--- src/rtl/mc_pkg.sv ---
// Shared encodings for the multi-cycle controller: states, instruction classes, opcodes, ALU codes.
// Latency: n/a (types and constants only).
// Backpressure: n/a.
package mc_pkg;

  typedef enum logic [3:0] {
    S_FETCH, S_DECODE, S_EXEC_R, S_EXEC_I, S_ADDR, S_MEM_RD, S_MEM_WR,
    S_WB_ALU, S_WB_MEM, S_BRANCH, S_JUMP, S_JUMP_REG, S_HALT
  } state_t;

  typedef enum logic [2:0] {
    C_RTYPE, C_JR, C_IMM, C_LOAD, C_STORE, C_BRANCH, C_JUMP, C_ILLEGAL
  } iclass_t;

  // Opcodes
  localparam logic [5:0] OP_RTYPE = 6'h00;
  localparam logic [5:0] OP_J     = 6'h02;
  localparam logic [5:0] OP_BEQ   = 6'h04;
  localparam logic [5:0] OP_BNE   = 6'h05;
  localparam logic [5:0] OP_ADDI  = 6'h08;
  localparam logic [5:0] OP_SLTI  = 6'h0A;
  localparam logic [5:0] OP_LB    = 6'h20;
  localparam logic [5:0] OP_LW    = 6'h23;
  localparam logic [5:0] OP_SB    = 6'h28;
  localparam logic [5:0] OP_SW    = 6'h2B;

  // R-type funct codes
  localparam logic [5:0] F_JR  = 6'h08;
  localparam logic [5:0] F_ADD = 6'h20;
  localparam logic [5:0] F_SUB = 6'h22;
  localparam logic [5:0] F_AND = 6'h24;
  localparam logic [5:0] F_OR  = 6'h25;
  localparam logic [5:0] F_SLT = 6'h2A;

  // ALU function codes; ADD is zero so the PC adder path sees ADD by default
  localparam logic [5:0] ALU_ADD = 6'h00;
  localparam logic [5:0] ALU_SUB = 6'h01;
  localparam logic [5:0] ALU_AND = 6'h02;
  localparam logic [5:0] ALU_OR  = 6'h03;
  localparam logic [5:0] ALU_SLT = 6'h04;
  localparam logic [5:0] ALU_BEQ = 6'h05;
  localparam logic [5:0] ALU_BNE = 6'h06;

  // pc_src selects
  localparam logic [1:0] PC_SEQ    = 2'd0;
  localparam logic [1:0] PC_BRANCH = 2'd1;
  localparam logic [1:0] PC_JUMP   = 2'd2;
  localparam logic [1:0] PC_REG    = 2'd3;

  // mem_size selects
  localparam logic [1:0] MEM_BYTE = 2'd0;
  localparam logic [1:0] MEM_WORD = 2'd2;

endpackage

--- src/rtl/mc_decode.sv ---
// Opcode/funct decode into instruction class, ALU code and byte-access flag.
// Latency: purely combinational.
// Backpressure: none.
module mc_decode
  import mc_pkg::*;
(
  input  logic [5:0] opcode,
  input  logic [5:0] funct,
  output logic [2:0] cls,
  output logic [5:0] alu_code,
  output logic       is_byte
);

  // Classify the instruction; anything not listed falls through as illegal
  always_comb begin
    cls      = C_ILLEGAL;
    alu_code = ALU_ADD;
    is_byte  = 1'b0;
    case (opcode)
      OP_RTYPE: begin
        case (funct)
          F_ADD:   begin cls = C_RTYPE; alu_code = ALU_ADD; end
          F_SUB:   begin cls = C_RTYPE; alu_code = ALU_SUB; end
          F_AND:   begin cls = C_RTYPE; alu_code = ALU_AND; end
          F_OR:    begin cls = C_RTYPE; alu_code = ALU_OR;  end
          F_SLT:   begin cls = C_RTYPE; alu_code = ALU_SLT; end
          F_JR:    cls = C_JR;
          default: cls = C_ILLEGAL;
        endcase
      end
      OP_ADDI: begin cls = C_IMM;    alu_code = ALU_ADD; end
      OP_SLTI: begin cls = C_IMM;    alu_code = ALU_SLT; end
      OP_LW:   cls = C_LOAD;
      OP_LB:   begin cls = C_LOAD;   is_byte = 1'b1; end
      OP_SW:   cls = C_STORE;
      OP_SB:   begin cls = C_STORE;  is_byte = 1'b1; end
      OP_BEQ:  begin cls = C_BRANCH; alu_code = ALU_BEQ; end
      OP_BNE:  begin cls = C_BRANCH; alu_code = ALU_BNE; end
      OP_J:    cls = C_JUMP;
      default: cls = C_ILLEGAL;
    endcase
  end

endmodule

--- src/rtl/multicycle_control.sv ---
// Multi-cycle sequencer driving datapath selects/strobes, with retired-instruction counter and illegal-op halt.
// Latency: 3-5 cycles per instruction (plus one per memory stall cycle); outputs Moore except branch pc_src and store pc_write.
// Backpressure: MEM_RD/MEM_WR hold with strobes asserted while mem_ready_in is low.
module multicycle_control
  import mc_pkg::*;
(
  input  logic        clock,
  input  logic        reset,
  input  logic [5:0]  opcode_in,
  input  logic [5:0]  funct_in,
  input  logic        branch_in,
  input  logic        mem_ready_in,
  output logic        pc_write,
  output logic [1:0]  pc_src,
  output logic        ir_write,
  output logic        reg_dst,
  output logic        alu_src,
  output logic [5:0]  alu_func,
  output logic        mem_re,
  output logic        mem_we,
  output logic [1:0]  mem_size,
  output logic        mem_to_reg,
  output logic        reg_write_en,
  output logic        halted_out,
  output logic [31:0] instret_out
);

  state_t      state_q, state_d;
  logic [5:0]  op_q, op_d;
  logic [5:0]  fn_q, fn_d;
  logic [31:0] instret_q, instret_d;

  logic [5:0]  dec_op, dec_fn;
  logic [2:0]  dec_cls_raw;
  iclass_t     cls;
  logic [5:0]  dec_alu;
  logic        dec_byte;

  // DECODE steers on the live ROM output; later states use the captured copy
  assign dec_op = (state_q == S_DECODE) ? opcode_in : op_q;
  assign dec_fn = (state_q == S_DECODE) ? funct_in  : fn_q;

  mc_decode u_decode (
    .opcode   (dec_op),
    .funct    (dec_fn),
    .cls      (dec_cls_raw),
    .alu_code (dec_alu),
    .is_byte  (dec_byte)
  );

  assign cls = iclass_t'(dec_cls_raw);

  // Capture opcode/funct in DECODE and count each PC update as a retirement
  always_comb begin
    op_d      = (state_q == S_DECODE) ? opcode_in : op_q;
    fn_d      = (state_q == S_DECODE) ? funct_in  : fn_q;
    instret_d = instret_q + {31'd0, pc_write};
  end

  // State, latched instruction fields and retirement counter
  always_ff @(posedge clock or posedge reset) begin
    if (reset) begin
      state_q   <= S_FETCH;
      op_q      <= 6'd0;
      fn_q      <= 6'd0;
      instret_q <= 32'd0;
    end else begin
      state_q   <= state_d;
      op_q      <= op_d;
      fn_q      <= fn_d;
      instret_q <= instret_d;
    end
  end

  // Next-state and datapath control decode
  always_comb begin
    state_d      = state_q;
    pc_write     = 1'b0;
    pc_src       = PC_SEQ;
    ir_write     = 1'b0;
    reg_dst      = 1'b0;
    alu_src      = 1'b0;
    alu_func     = ALU_ADD;
    mem_re       = 1'b0;
    mem_we       = 1'b0;
    mem_size     = MEM_BYTE;
    mem_to_reg   = 1'b0;
    reg_write_en = 1'b0;
    halted_out   = 1'b0;
    case (state_q)
      S_FETCH: state_d = S_DECODE;
      S_DECODE: begin
        ir_write = 1'b1;
        case (cls)
          C_RTYPE:  state_d = S_EXEC_R;
          C_JR:     state_d = S_JUMP_REG;
          C_IMM:    state_d = S_EXEC_I;
          C_LOAD:   state_d = S_ADDR;
          C_STORE:  state_d = S_ADDR;
          C_BRANCH: state_d = S_BRANCH;
          C_JUMP:   state_d = S_JUMP;
          default:  state_d = S_HALT;
        endcase
      end
      S_EXEC_R: begin
        alu_func = dec_alu;
        state_d  = S_WB_ALU;
      end
      S_EXEC_I: begin
        alu_src  = 1'b1;
        alu_func = dec_alu;
        state_d  = S_WB_ALU;
      end
      S_WB_ALU: begin
        // Keep the ALU inputs steady so the result is still valid at the write edge
        alu_src      = (cls == C_IMM);
        alu_func     = dec_alu;
        reg_dst      = (cls == C_RTYPE);
        reg_write_en = 1'b1;
        pc_write     = 1'b1;
        state_d      = S_FETCH;
      end
      S_ADDR: begin
        alu_src = 1'b1;
        state_d = (cls == C_LOAD) ? S_MEM_RD : S_MEM_WR;
      end
      S_MEM_RD: begin
        alu_src  = 1'b1;
        mem_re   = 1'b1;
        mem_size = dec_byte ? MEM_BYTE : MEM_WORD;
        if (mem_ready_in) state_d = S_WB_MEM;
      end
      S_MEM_WR: begin
        alu_src  = 1'b1;
        mem_we   = 1'b1;
        mem_size = dec_byte ? MEM_BYTE : MEM_WORD;
        if (mem_ready_in) begin
          pc_write = 1'b1;
          state_d  = S_FETCH;
        end
      end
      S_WB_MEM: begin
        reg_write_en = 1'b1;
        mem_to_reg   = 1'b1;
        pc_write     = 1'b1;
        state_d      = S_FETCH;
      end
      S_BRANCH: begin
        alu_func = dec_alu;
        pc_write = 1'b1;
        pc_src   = branch_in ? PC_BRANCH : PC_SEQ;
        state_d  = S_FETCH;
      end
      S_JUMP: begin
        pc_write = 1'b1;
        pc_src   = PC_JUMP;
        state_d  = S_FETCH;
      end
      S_JUMP_REG: begin
        pc_write = 1'b1;
        pc_src   = PC_REG;
        state_d  = S_FETCH;
      end
      S_HALT: halted_out = 1'b1;
      default: state_d = S_FETCH;
    endcase
  end

  assign instret_out = instret_q;

endmodule

--- config.mk ---
export PLATFORM = sky130hd
export DESIGN_NAME = multicycle_control
export DESIGN_NICKNAME = d
export VERILOG_FILES = /design/src/rtl/mc_pkg.sv /design/src/rtl/mc_decode.sv /design/src/rtl/multicycle_control.sv
export SDC_FILE = /design/constraint.sdc
export NUM_CORES = 1
export LEC_CHECK = 0
export BUFFER_PORTS_ARGS = -buffer_cell sky130_fd_sc_hd__buf_4
export CAP_MARGIN = 30
export CORE_MARGIN = 5
export CORE_UTILIZATION = 35
export DETAILED_ROUTE_END_ITERATION = 6
export PLACE_DENSITY = 0.57
export SLEW_MARGIN = 10
export SYNTH_ARGS = -nofsm -noshare
export SYNTH_HDL_FRONTEND = slang
export SYNTH_HIERARCHICAL = 1
export SYNTH_SLANG_ARGS = --single-unit
--- constraint.sdc ---
create_clock -name clock -period 4.65 [get_ports clock]
set_input_delay 1.1625 -clock clock [delete_from_list [all_inputs] [get_ports clock]]
set_output_delay 1.1625 -clock clock [all_outputs]
set_load 0.005 [all_outputs]
# Word level (Yosys, flattened, before mapping)
# Index checks and enable logic that the tools add are counted.
# totals
ff_bits,48
wordCells,85
output_inout_bits,51
# op_classes
n_addsub,1
n_reduce_logical,17
bitwise,1
eq_ne,35
n_mux,27
# op_table
op,count
6-bit equality test (second input constant),9
32-bit by 1-bit adder with 32-bit output,1
4-bit one-hot mux with 7 select lines,1
4-bit one-hot mux with 6 select lines,1
6-bit one-hot mux with 4 select lines,1
4-bit equality test (second input constant),5
6-bit by 4-bit equality test with 1-bit output (second input constant),3
6-bit two-way mux,3
3-bit one-hot mux with 6 select lines,1
2-bit OR reduction,9
4-bit by 3-bit equality test with 1-bit output (second input constant),4
6-bit by 3-bit equality test with 1-bit output (second input constant),2
3-bit one-hot mux with 4 select lines,1
1-bit two-way mux,10
5-bit OR reduction,2
3-bit equality test (second input constant),3
4-bit by 2-bit equality test with 1-bit output (second input constant),2
4-bit two-way mux,2
4-bit OR reduction,2
3-bit by 2-bit equality test with 1-bit output (second input constant),2
6-bit by 2-bit equality test with 1-bit output (second input constant),1
6-bit zero test,1
2-bit two-way mux,3
2-bit one-hot mux with 3 select lines,1
other kinds (9),11

# Depth between registers and ports, before layout
# Gate-level depths: netlist (run 1).
# depth
depth_word,10
ltp_mapped,12
ltp_nobuf,10

# Hierarchy
# The synthesis (run 1) kept the hierarchy.
# modules_own_cells
module,cells_each,seq_area_each_um2,area_each_um2,n_inst
multicycle_control,221,1201.2,2339.7,1
mc_decode,45,0.0,296.5,1

# Worst setup path before layout (run 1)
# Ideal clock, no wire load.
# synth_path
kind,in2out
from,input port opcode_in[3]
to,output port alu_src
n_path_buf,1
cell_stages,8
arrival_time_ps,2987
slack_ps,501
path_cell_list,mux2_2 -> or4_4 -> a311o_1 -> o211ai_1 -> clkbuf_1 -> nor2_1 -> a21oi_1 -> nor3_1
# synth_via
elab_chain_cells,6
word_cells_on_any_way,18
cone_classes,eq/ne (10); mux (3); reduce/logical (5)
# synth_lines
element,line,rtl
from (decl),multicycle_control.sv:9,"input logic [5:0] opcode_in,"
6-bit two-way mux *,--,
"6-bit by 3-bit equality test with 1-bit output, or another cell as far along",mc_decode.sv:19,case (opcode)
2-bit OR reduction (no source line),--,
3-bit one-hot mux with 6 select lines *,mc_decode.sv:19,
net cls[0],multicycle_control.sv:35,iclass_t cls;
3-bit by 2-bit equality test with 1-bit output *,multicycle_control.sv:116,alu_src = (cls == C_IMM);
1-bit one-hot mux with 2 select lines *,multicycle_control.sv:90,case (state_q)
to (decl),multicycle_control.sv:17,"output logic alu_src,"
# The timed path passes the listed nets; every way through them passes the cells marked *.

# Worst setup path in the final report (run 1)
# layout_path
from,register state_q[1]
to,output port alu_src
# layout_via
word_cells_on_any_way,34
cone_classes,eq/ne (22); mux (5); reduce/logical (7)
# layout_lines
element,line,rtl
from (decl),multicycle_control.sv:28,"state_t state_q, state_d;"
from (signal assigned),multicycle_control.sv:68,state_q <= state_d;
4-bit by 1-bit equality test with 1-bit output *,multicycle_control.sv:40,assign dec_op = (state_q == S_DECODE) ? opcode_in : op_q;
6-bit two-way mux *,--,
net dec_op[3],multicycle_control.sv:33,"logic [5:0] dec_op, dec_fn;"
"6-bit by 3-bit equality test with 1-bit output, or another cell as far along",mc_decode.sv:19,
2-bit OR reduction (no source line),--,
3-bit one-hot mux with 6 select lines *,mc_decode.sv:19,
net cls[1],multicycle_control.sv:35,
3-bit by 2-bit equality test with 1-bit output *,multicycle_control.sv:116,
1-bit one-hot mux with 2 select lines *,multicycle_control.sv:90,
# Marks and branches as above.

==> results.py, run 1 <==
metrics = {
    "setup_path": {
        "crit_path_max_fanout": 9,
        "path_common_cell": "buf_4",
        "timing.critical_path.max_delay_family": "simple AND/OR/NAND/NOR gates",
        "worst-setup-path-type": "register to output pin",
        "critPathSlowestCell": "or4_4",
        "worstRegToRegCells": 12,
        "worstReg2RegEnd": "state_q[2]",
        "arrival_ns": 3.22,
        "critical_path.max_stage_delay_ns": 0.56,
        "reg2reg_slack_ns": 1.37,
        "reg2reg_from": "state_q[1]",
        "critPathLaunchType": "register",
        "worst_ep_required_time_ns": 3.49,
        "crit_path_end_kind": "output pin",
        "number_of_buffer_and_inverter_stages_on_the_critical_path": 2,
        "crit_path_cell_trace": "nand2b_4, nor3_4, buf_4, mux2_2, or4_4, a311o_1, o221ai_2, a21oi_1, nor3_1, buf_4",
    },
    "global_routing": {
        "grt_start_max_net_pins": 28,
        "initial_antenna_violation_count": 0,
        "grt_util_all_layers": 0.127,
        "grt_first_pass_wirelength_um": 10200,
        "grt_pass1_vias": 2208,
        "grt_overflow": 0,
    },
    "min_path": {
        "hold-path-endpoint": "instret_out[31]",
        "timing.hold.worst.class": "register to register",
        "hold_path_startpoint": "instret_out[31]",
        "hold_depth": 1,
    },
    "clock_tree": {
        "hold_buffers": 0,
        "clockBufferDepth": 2,
        "post_cts.repair.setup_buffers": 0,
        "cts_num_sinks": 48,
        "cts-htree-levels": 2,
        "clk_transition_reported_paths_ns": 0.09,
        "cts_buffers": 5,
        "clock_insertion_delay_worst_skew_ns": 0.30,
        "cts_root_buf": "clkbuf_8",
        "cts_tree": "done",
        "cts_resized": 0,
    },
    "finish": {
        "final_core_utilization": 0.459,
        "fillerInstances": 718,
        "fin_nets": 353,
        "mostFrequentLayoutCell": "buf_4",
        "layout.cells.most_common_list": "72 x buf_4, 48 x dfrtp_1, 26 x xnor2_1, 22 x nor2_1, 21 x nand3_1",
        "antennaDiodeCount": 0,
        "area_delta_synth_final_pct": 26.9,
        "post_route_cells_drive_above_1_share": 0.305,
        "finish.cell_count_without_fillers": 433,
    },
    "timing": {
        "whs_ns": 0.475,
        "achievable-frequency_mhz": 228,
        "total_negative_setup_slacks_ns": 0,
        "timing_hold_violations_final": 0,
        "finalMaxSlewViolations": 0,
        "max_slew_margin": 0.509,
        "finClkSkew_ns": 0.00888,
        "rsz_0062_raised_after_global_routing": "false",
        "layout_min_cycle_time_ns": 4.38,
        "setup_violations": 0,
        "tightest_slew_ns": 0.732,
        "period_share": 0.942,
    },
    "floorplanning": {
        "placement_rows": 31,
        "core_area_um2": 7290,
        "die_area_um2": 9370,
        "die_height_um": 96.8,
        "initial_core_util": 0.362,
        "fp.dieW_um": 96.8,
        "io_pins": 67,
    },
    "synth": {
        "post-synth-top-area-cell": "dfrtp_1",
        "synthesis.instances": 266,
        "asyncSetResetFlopFracSynth": 1.00,
        "synth_enable_flop_cells": 0,
        "netlist-cell-type-count": 51,
        "yosys_warnings": 6,
        "yosysSeqAreaShare": 0.456,
        "post_synth_instance_area_um2": 2640,
        "yosys_register_bits": 48,
        "yosys.area.top_type_share": 0.456,
        "largest_cells_by_area_after_synthesis": "dfrtp_1 46%, xnor2_1 8.6%, mux2_2 5.1%",
        "post_synth.cell_area_avg_um2": 9.91,
        "ys_dominant_reg_cell": "dfrtp_1",
    },
    "placement": {
        "dp_hpwl_um": 4430,
        "numPlacedInstances": 427,
        "gp_congestion": 0.801,
        "portBuffers": 62,
    },
    "power": {
        "overall_power_w": 0.000726,
        "vdd_ir_drop_max_mv": 0.118,
        "cellLeakagePower_nw": 1.55,
        "p_per_area_nw_per_um2": 217,
    },
    "detailed_routing": {
        "postRouteAntennaNets": 0,
        "vias_per_cell": 4.96,
        "drt_first_iter_violations": 50,
        "routed-via-count": 2148,
        "drt_drc_violations_left": 0,
        "drt-pass1-iter-count": 4,
        "detail_route.wl_per_cell_um": 13.6,
        "finalWirelength_um": 5880,
    },
    "outcome": {
        "status": "finished clean",
    },
    "flow_run": {
        "cap_viol_max_count": 0,
    },
}
==> worst max-delay path by stage <==
stage,from,cells after the start,to,slack (ns)
3_5_place_dp,opcode_in[3],8,alu_src,0.28
3_3_place_gp,opcode_in[3],8,alu_src,0.29
4_1_cts,state_q[1],10,alu_src,0.21
5_1_grt,state_q[1],10,alu_src,0.10
2_1_floorplan,opcode_in[3],8,alu_src,0.50
6_report,state_q[1],10,alu_src,0.27
==> report_power, final <==
part / leakage, nW / switching, W / internal (W)
logic: 0.860 / 0.0000115 / 0.0000107
registers: 0.645 / 0 / 0.000417
clock network: 0.0501 / 0.000132 / 0.000154
==> cell families (layout without fill, tap and decap cells) <==
kind of cell    Yosys count  in the layout  share of synthesized area
compound gates           33             33                     0.0845
xor+xnor                 31             31                      0.103
buf+inv                  23             89                     0.0456
mux                      14             14                     0.0589
fa+ha+maj                 2              2                    0.00949
simple gates            113            113                      0.240
flops                    48             48                      0.456
other cells               2              4                    0.00285
==> synthesized netlist by cell type, drive strengths merged, types with 3 or more instances <==
| cell | count |
|---|---|
| and3 | 3 |
| inv | 9 |
| nor2 | 22 |
| nand3 | 21 |
| o21ai | 9 |
| mux2 | 12 |
| nand2b | 9 |
| nor3b | 3 |
| nand2 | 13 |
| xnor2 | 26 |
| nand4 | 11 |
| nor4 | 3 |
| xor2 | 5 |
| nor2b | 9 |
| nor3 | 10 |
| a21oi | 10 |
| dfrtp | 48 |
| buf | 10 |
| clkbuf | 4 |
==> through the flow <==
stage                     setup WS (ns)  instance area, um2
after floorplan                   0.501                2640
after global placement            0.292                3220
after detailed placement          0.281                3250
after CTS                         0.210                3350
after global routing              0.102                3350
final                             0.268                3350
==> cell type report <==
cell class	count	area, um2	area share
Multi-Input combinational cell	197	1320	0.395
Timing Repair Buffer	74	566	0.169
Inverter	9	33.8	0.0101
Sequential cell	48	1200	0.359
Clock inverter	1	30.0	0.00898
Clock buffer	5	68.8	0.0206
Tap cell	99	124	0.0370
==> state kept, by name, summed over array words and instances (netlist names) <==
name         cells
fn_q             6
instret_out     32
op_q             6
state_q          4
==> per-layer routing <==
metal,vias up,part of all wire,global-route usage
li1,1059,-,-
met1,1015,0.45,0.156
met2,69,0.48,0.219
met3,5,0.057,0.0338
met4,0,0.0088,0.0313
met5,-,0,0
==> worst reg2reg max path, cell delays in order (launching register included) <==
cell and delay [ns]:
dfrtp_1 0.39, nand2b_4 0.17, nor3_4 0.15, buf_4 0.20, mux2_2 0.42, or4_4 0.56, a311o_1 0.38, o211ai_1 0.13
buf_4 0.18, nand2b_1 0.10, o21ai_0 0.08, a221oi_1 0.27, o22ai_1 0.12
Note: power is estimated with default switching activity, not from simulation.
==> run 2, diff against run 1 <==
--- a/config.mk
+++ b/config.mk
@@ -5,12 +5,12 @@
 export SDC_FILE = /design/constraint.sdc
 export NUM_CORES = 1
 export LEC_CHECK = 0
-export BUFFER_PORTS_ARGS = -buffer_cell sky130_fd_sc_hd__buf_4
 export CAP_MARGIN = 30
 export CORE_MARGIN = 5
 export CORE_UTILIZATION = 35
 export DETAILED_ROUTE_END_ITERATION = 6
-export PLACE_DENSITY = 0.57
+export DONT_BUFFER_PORTS = 1
+export PLACE_DENSITY = 0.49
 export SLEW_MARGIN = 10
 export SYNTH_ARGS = -nofsm -noshare
 export SYNTH_HDL_FRONTEND = slang
==> results.py, run 2 (synthesis results as in run 1) <==
metrics = {
    "timing": {
        "timing_hold_violations_final": 0,
        "finalMaxSlewViolations": 0,
        "achievable-frequency_mhz": 227,
        "finClkSkew_ns": 0.0108,
        "tightest_slew_ns": 0.709,
        "layout_min_cycle_time_ns": 4.40,
        "setup_violations": 0,
        "total_negative_setup_slacks_ns": 0,
        "period_share": 0.947,
        "rsz_0062_raised_after_global_routing": "false",
        "max_slew_margin": 0.525,
    },
    "setup_path": {
        "arrival_ns": 3.24,
        "crit_path_end_kind": "output pin",
        "worstRegToRegCells": 11,
        "timing.critical_path.max_delay_family": "simple AND/OR/NAND/NOR gates",
        "worst-setup-path-type": "register to output pin",
        "worst_ep_required_time_ns": 3.49,
        "critical_path_cell_count": 8,
        "number_of_buffer_and_inverter_stages_on_the_critical_path": 0,
        "crit_path_cell_trace": "nand2b_4, nor3_4, mux2_2, or4_4, a311o_1, o221ai_2, a21oi_1, nor3_1",
        "critPathLaunchType": "register",
        "crit_path_max_fanout": 9,
        "critPathSlowestCell": "or4_4",
        "critical_path.max_stage_delay_ns": 0.56,
    },
    "finish": {
        "area_delta_synth_final_pct": 8.31,
        "largest_register_ff_count": 32,
        "layout.cells.most_common_list": "48 x dfrtp_1, 26 x xnor2_1, 22 x nor2_1, 21 x nand3_1",
        "antennaDiodeCount": 0,
        "fin_nets": 290,
        "fillerInstances": 779,
        "mostFrequentLayoutCell": "dfrtp_1",
        "post_route_cells_drive_above_1_share": 0.147,
    },
    "detailed_routing": {
        "detail_route.wl_per_cell_um": 15.6,
        "routed-via-count": 1929,
        "finalWirelength_um": 5770,
        "postRouteAntennaNets": 0,
        "drt-pass1-iter-count": 4,
        "vias_per_cell": 5.20,
        "drt_first_iter_violations": 46,
        "drt_drc_violations_left": 0,
    },
    "global_routing": {
        "grt_util_all_layers": 0.128,
        "grt_overflow": 0,
        "grt_start_max_net_pins": 28,
        "grt_pass1_vias": 1964,
        "grt_first_pass_wirelength_um": 9990,
        "initial_antenna_violation_count": 0,
    },
    "clock_tree": {
        "hold_buffers": 0,
        "clk_transition_reported_paths_ns": 0.09,
        "clockBufferDepth": 2,
        "clock_insertion_delay_worst_skew_ns": 0.29,
        "cts_tree": "done",
        "cts_resized": 0,
        "cts_num_sinks": 48,
        "cts_root_buf": "clkbuf_8",
        "cts-htree-levels": 2,
        "cts_buffers": 5,
        "post_cts.repair.setup_buffers": 0,
    },
    "floorplanning": {
        "die_area_um2": 9370,
        "initial_core_util": 0.362,
        "fp.dieW_um": 96.8,
        "io_pins": 67,
        "placement_rows": 31,
        "die_height_um": 96.8,
        "core_area_um2": 7290,
    },
    "placement": {
        "portBuffers": 0,
        "gp_congestion": 0.762,
        "dp_hpwl_um": 4410,
    },
    "power": {
        "sw_frac_of_total": 0.218,
        "p_per_area_nw_per_um2": 234,
        "power_frac_comb": 0.019,
        "total_switching_power_w": 0.000146,
        "cellLeakagePower_nw": 1.22,
        "vdd_ir_drop_max_mv": 0.102,
        "power.internal_w": 0.000522,
        "overall_power_w": 0.000668,
        "sequentialPowerShare": 0.624,
        "clockPowerShare": 0.357,
    },
    "flow_run": {
        "cap_viol_max_count": 0,
    },
    "min_path": {
        "timing.hold.worst.class": "register to register",
        "hold_depth": 1,
    },
    "outcome": {
        "status": "finished clean",
    },
}
==> run 2: cell types whose count changed in the layout (fill, tap and decap cells not counted) <==
cell	change
buf_4	-63
bufinv_16	-1
clkinv_2	+1
clkinvlp_4	+1
==> run 2: power by group through the flow <==
stage	Combinational (W)	Clock [W]	Sequential [W]
2_1_floorplan	0.0000107	0	0.000425
3_3_place_gp	0.0000115	0	0.000425
3_5_place_dp	0.0000138	0	0.000425
4_1_cts	0.0000137	0.000253	0.000417
5_1_grt	0.0000155	0.000269	0.000417
6_report	0.0000128	0.000238	0.000417
==> run 2: layout make-up <==
cell class,count,area (um2),area share
multi-input cells,197,1320,0.463
clock inverters,2,12.5,0.00438
inverters,9,33.8,0.0118
repair buffers,11,92.6,0.0324
clock buffers,5,68.8,0.0241
well taps,99,124,0.0434
flip-flops and latches,48,1200,0.421
==> run 2: final timing paths <==
path                                       from         endpoint  slack [ns]
worst max register to register       state_q[1]       state_q[2]        1.27
worst min register to register  instret_out[31]  instret_out[31]        0.50
worst min-delay path            instret_out[31]  instret_out[31]        0.50
worst max-delay path                 state_q[1]          alu_src        0.25
min in group asynchronous                 reset  instret_out[25]        0.78
max in group asynchronous                 reset          op_q[0]        3.34
==> run 2: worst reg2reg max path, cell delays in order, from the launching register on <==
cell	delay, ns
dfrtp_1	0.39
nand2b_4	0.17
nor3_4	0.31
mux2_2	0.46
or4_4	0.56
a311o_1	0.39
o211ai_1	0.13
buf_4	0.18
nand2b_1	0.10
o21ai_0	0.07
a221oi_1	0.33
o22ai_1	0.16
==> run 2: per-stage QoR <==
stage | hold slack [ns] | util | instance area, um2 | worst slack, ns | cells
floorplan | 0.468 | - | 2640 | 0.501 | 268
global placement | 0.493 | 0.377 | 2750 | 0.376 | 362
detailed placement | 0.499 | 0.380 | 2770 | 0.356 | 364
CTS | 0.512 | 0.392 | 2860 | 0.187 | 371
global route | 0.553 | 0.392 | 2860 | 0.0214 | 371
finish | 0.503 | 0.392 | 2860 | 0.247 | 371
==> run 2: routing by layer <==
| layer | share of wire | global-route usage |
|---|---|---|
| met1 | 0.44 | 0.161 |
| met4 | 0.0099 | 0.0324 |
| met5 | 0 | 0 |
| met3 | 0.060 | 0.0388 |
| met2 | 0.49 | 0.213 |
==> run 3, diff against run 2 <==
--- a/config.mk
+++ b/config.mk
@@ -6,11 +6,14 @@
 export NUM_CORES = 1
 export LEC_CHECK = 0
 export CAP_MARGIN = 30
+export CELL_PAD_IN_SITES_DETAIL_PLACEMENT = 0
+export CELL_PAD_IN_SITES_GLOBAL_PLACEMENT = 1
 export CORE_MARGIN = 5
 export CORE_UTILIZATION = 35
+export CTS_CLUSTER_SIZE = 14
 export DETAILED_ROUTE_END_ITERATION = 6
 export DONT_BUFFER_PORTS = 1
-export PLACE_DENSITY = 0.49
+export PLACE_DENSITY = 0.61
 export SLEW_MARGIN = 10
 export SYNTH_ARGS = -nofsm -noshare
 export SYNTH_HDL_FRONTEND = slang
==> results.py, run 3 (synthesis results as in run 1) <==
metrics = {
    "power": {
        "vdd_ir_drop_max_mv": 0.128,
        "cellLeakagePower_nw": 1.23,
        "overall_power_w": 0.000740,
        "sw_frac_of_total": 0.213,
        "clockPowerShare": 0.419,
        "power.internal_w": 0.000582,
        "total_switching_power_w": 0.000158,
        "sequentialPowerShare": 0.564,
        "power_frac_comb": 0.017,
        "p_per_area_nw_per_um2": 257,
    },
    "setup_path": {
        "number_of_buffer_and_inverter_stages_on_the_critical_path": 0,
        "crit_path_cell_trace": "nand2b_4, nor3_4, mux2_2, or4_4, a311o_1, o221ai_2, a21oi_1, nor3_1",
        "arrival_ns": 3.26,
        "crit_path_end_kind": "output pin",
        "critical_path.max_stage_delay_ns": 0.56,
        "critPathLaunchType": "register",
        "timing.critical_path.max_delay_family": "simple AND/OR/NAND/NOR gates",
        "worst-setup-path-type": "register to output pin",
        "crit_path_max_fanout": 9,
        "worst_ep_required_time_ns": 3.49,
        "critPathSlowestCell": "or4_4",
    },
    "floorplanning": {
        "die_height_um": 96.8,
        "placement_rows": 31,
        "die_area_um2": 9370,
        "core_area_um2": 7290,
        "io_pins": 67,
        "fp.dieW_um": 96.8,
        "initial_core_util": 0.362,
    },
    "timing": {
        "timing_hold_violations_final": 0,
        "setup_violations": 0,
        "tightest_slew_ns": 0.758,
        "worst_slack_ns": 0.230,
        "total_negative_setup_slacks_ns": 0,
        "finalMaxSlewViolations": 0,
        "period_share": 0.951,
        "max_slew_margin": 0.492,
        "rsz_0062_raised_after_global_routing": "false",
        "finClkSkew_ns": 0.0144,
        "layout_min_cycle_time_ns": 4.42,
        "achievable-frequency_mhz": 226,
    },
    "flow_run": {
        "cap_viol_max_count": 0,
    },
    "placement": {
        "gp_congestion": 0.750,
        "portBuffers": 0,
        "numPlacedInstances": 363,
        "dp_hpwl_um": 4380,
        "pre_cts_slack_ns": 0.371,
    },
    "finish": {
        "final_core_utilization": 0.395,
        "layout.cells.most_common_list": "48 x dfrtp_1, 26 x xnor2_1, 22 x nor2_1, 21 x nand3_1",
        "finish.cell_count_without_fillers": 371,
        "antennaDiodeCount": 0,
        "fin_nets": 289,
        "mostFrequentLayoutCell": "dfrtp_1",
        "area_delta_synth_final_pct": 9.30,
        "largest_register_ff_count": 32,
        "post_route_cells_drive_above_1_share": 0.147,
    },
    "global_routing": {
        "grt_util_all_layers": 0.127,
        "grt_start_max_net_pins": 33,
        "grt_pass1_vias": 1899,
        "grt_overflow": 0,
        "initial_antenna_violation_count": 0,
        "grt_first_pass_wirelength_um": 9900,
    },
    "detailed_routing": {
        "vias_per_cell": 5.16,
        "drt_drc_violations_left": 0,
        "drt-pass1-iter-count": 4,
        "drt_first_iter_violations": 44,
        "finalWirelength_um": 5870,
        "routed-via-count": 1916,
        "detail_route.wl_per_cell_um": 15.8,
        "postRouteAntennaNets": 0,
    },
    "clock_tree": {
        "cts_tree": "done",
        "cts_resized": 0,
        "cts_num_sinks": 48,
        "clockBufferDepth": 2,
        "hold_buffers": 0,
        "cts_root_buf": "clkbuf_8",
        "clock_insertion_delay_worst_skew_ns": 0.30,
        "post_cts.repair.setup_buffers": 0,
        "cts-htree-levels": 2,
        "clk_transition_reported_paths_ns": 0.08,
        "cts_buffers": 5,
    },
    "outcome": {
        "status": "finished clean",
    },
    "min_path": {
        "timing.hold.worst.class": "register to register",
    },
}
## run 3: stage by stage
step                      hold slack (ns)  area [um2]
after floorplan                     0.468        2640
after global placement              0.492        2740
after detailed placement            0.496        2770
after CTS                           0.508        2880
after global routing                0.538        2880
final                               0.497        2880
## run 3: power by group through the flow
stage / registers [W] / clock network, W / logic [W]
after floorplan: 0.000425 / 0 / 0.0000107
after global placement: 0.000425 / 0 / 0.0000113
after CTS: 0.000417 / 0.000326 / 0.0000134
final: 0.000417 / 0.000310 / 0.0000126
after detailed placement: 0.000425 / 0 / 0.0000135
after global routing: 0.000417 / 0.000341 / 0.0000152
## run 3: final timing paths
| check | from | endpoint | slack (ns) | cells after the start |
|---|---|---|---|---|
| setup reg to reg | state_q[1] | state_q[2] | 1.29 | 11 |
| hold / removal | instret_out[31] | instret_out[31] | 0.50 | 1 |
| hold reg to reg | instret_out[31] | instret_out[31] | 0.50 | 1 |
| setup / recovery | state_q[1] | alu_src | 0.23 | 8 |
| max in group asynchronous | reset | instret_out[30] | 3.42 | 2 |
| min in group asynchronous | reset | fn_q[2] | 0.73 | 1 |
## run 3: worst register-to-register path: stages, from the launching register on
cell and delay (ns):
dfrtp_1 0.38, nand2b_4 0.17, nor3_4 0.33, mux2_2 0.46
or4_4 0.56, a311o_1 0.39, o211ai_1 0.14, buf_4 0.18
nand2b_1 0.10, o21ai_0 0.09, a221oi_1 0.31, o22ai_1 0.13
## run 3: final cells by class
cell class	count	area [um2]
Fill cell	769	4410
Multi-Input combinational cell	197	1320
Sequential cell	48	1200
Tap cell	99	124
Timing Repair Buffer	10	85.1
Clock buffer	5	68.8
Clock inverter	3	46.3
Inverter	9	33.8
## run 3: routing by layer
| layer | up-vias | wire [um] | track usage |
|---|---|---|---|
| li1 | 934 | - | - |
| met1 | 929 | 2700 | 0.163 |
| met2 | 51 | 2760 | 0.202 |
| met3 | 2 | 384 | 0.0475 |
| met4 | 0 | 29 | 0.0324 |
| met5 | - | 0 | 0 |
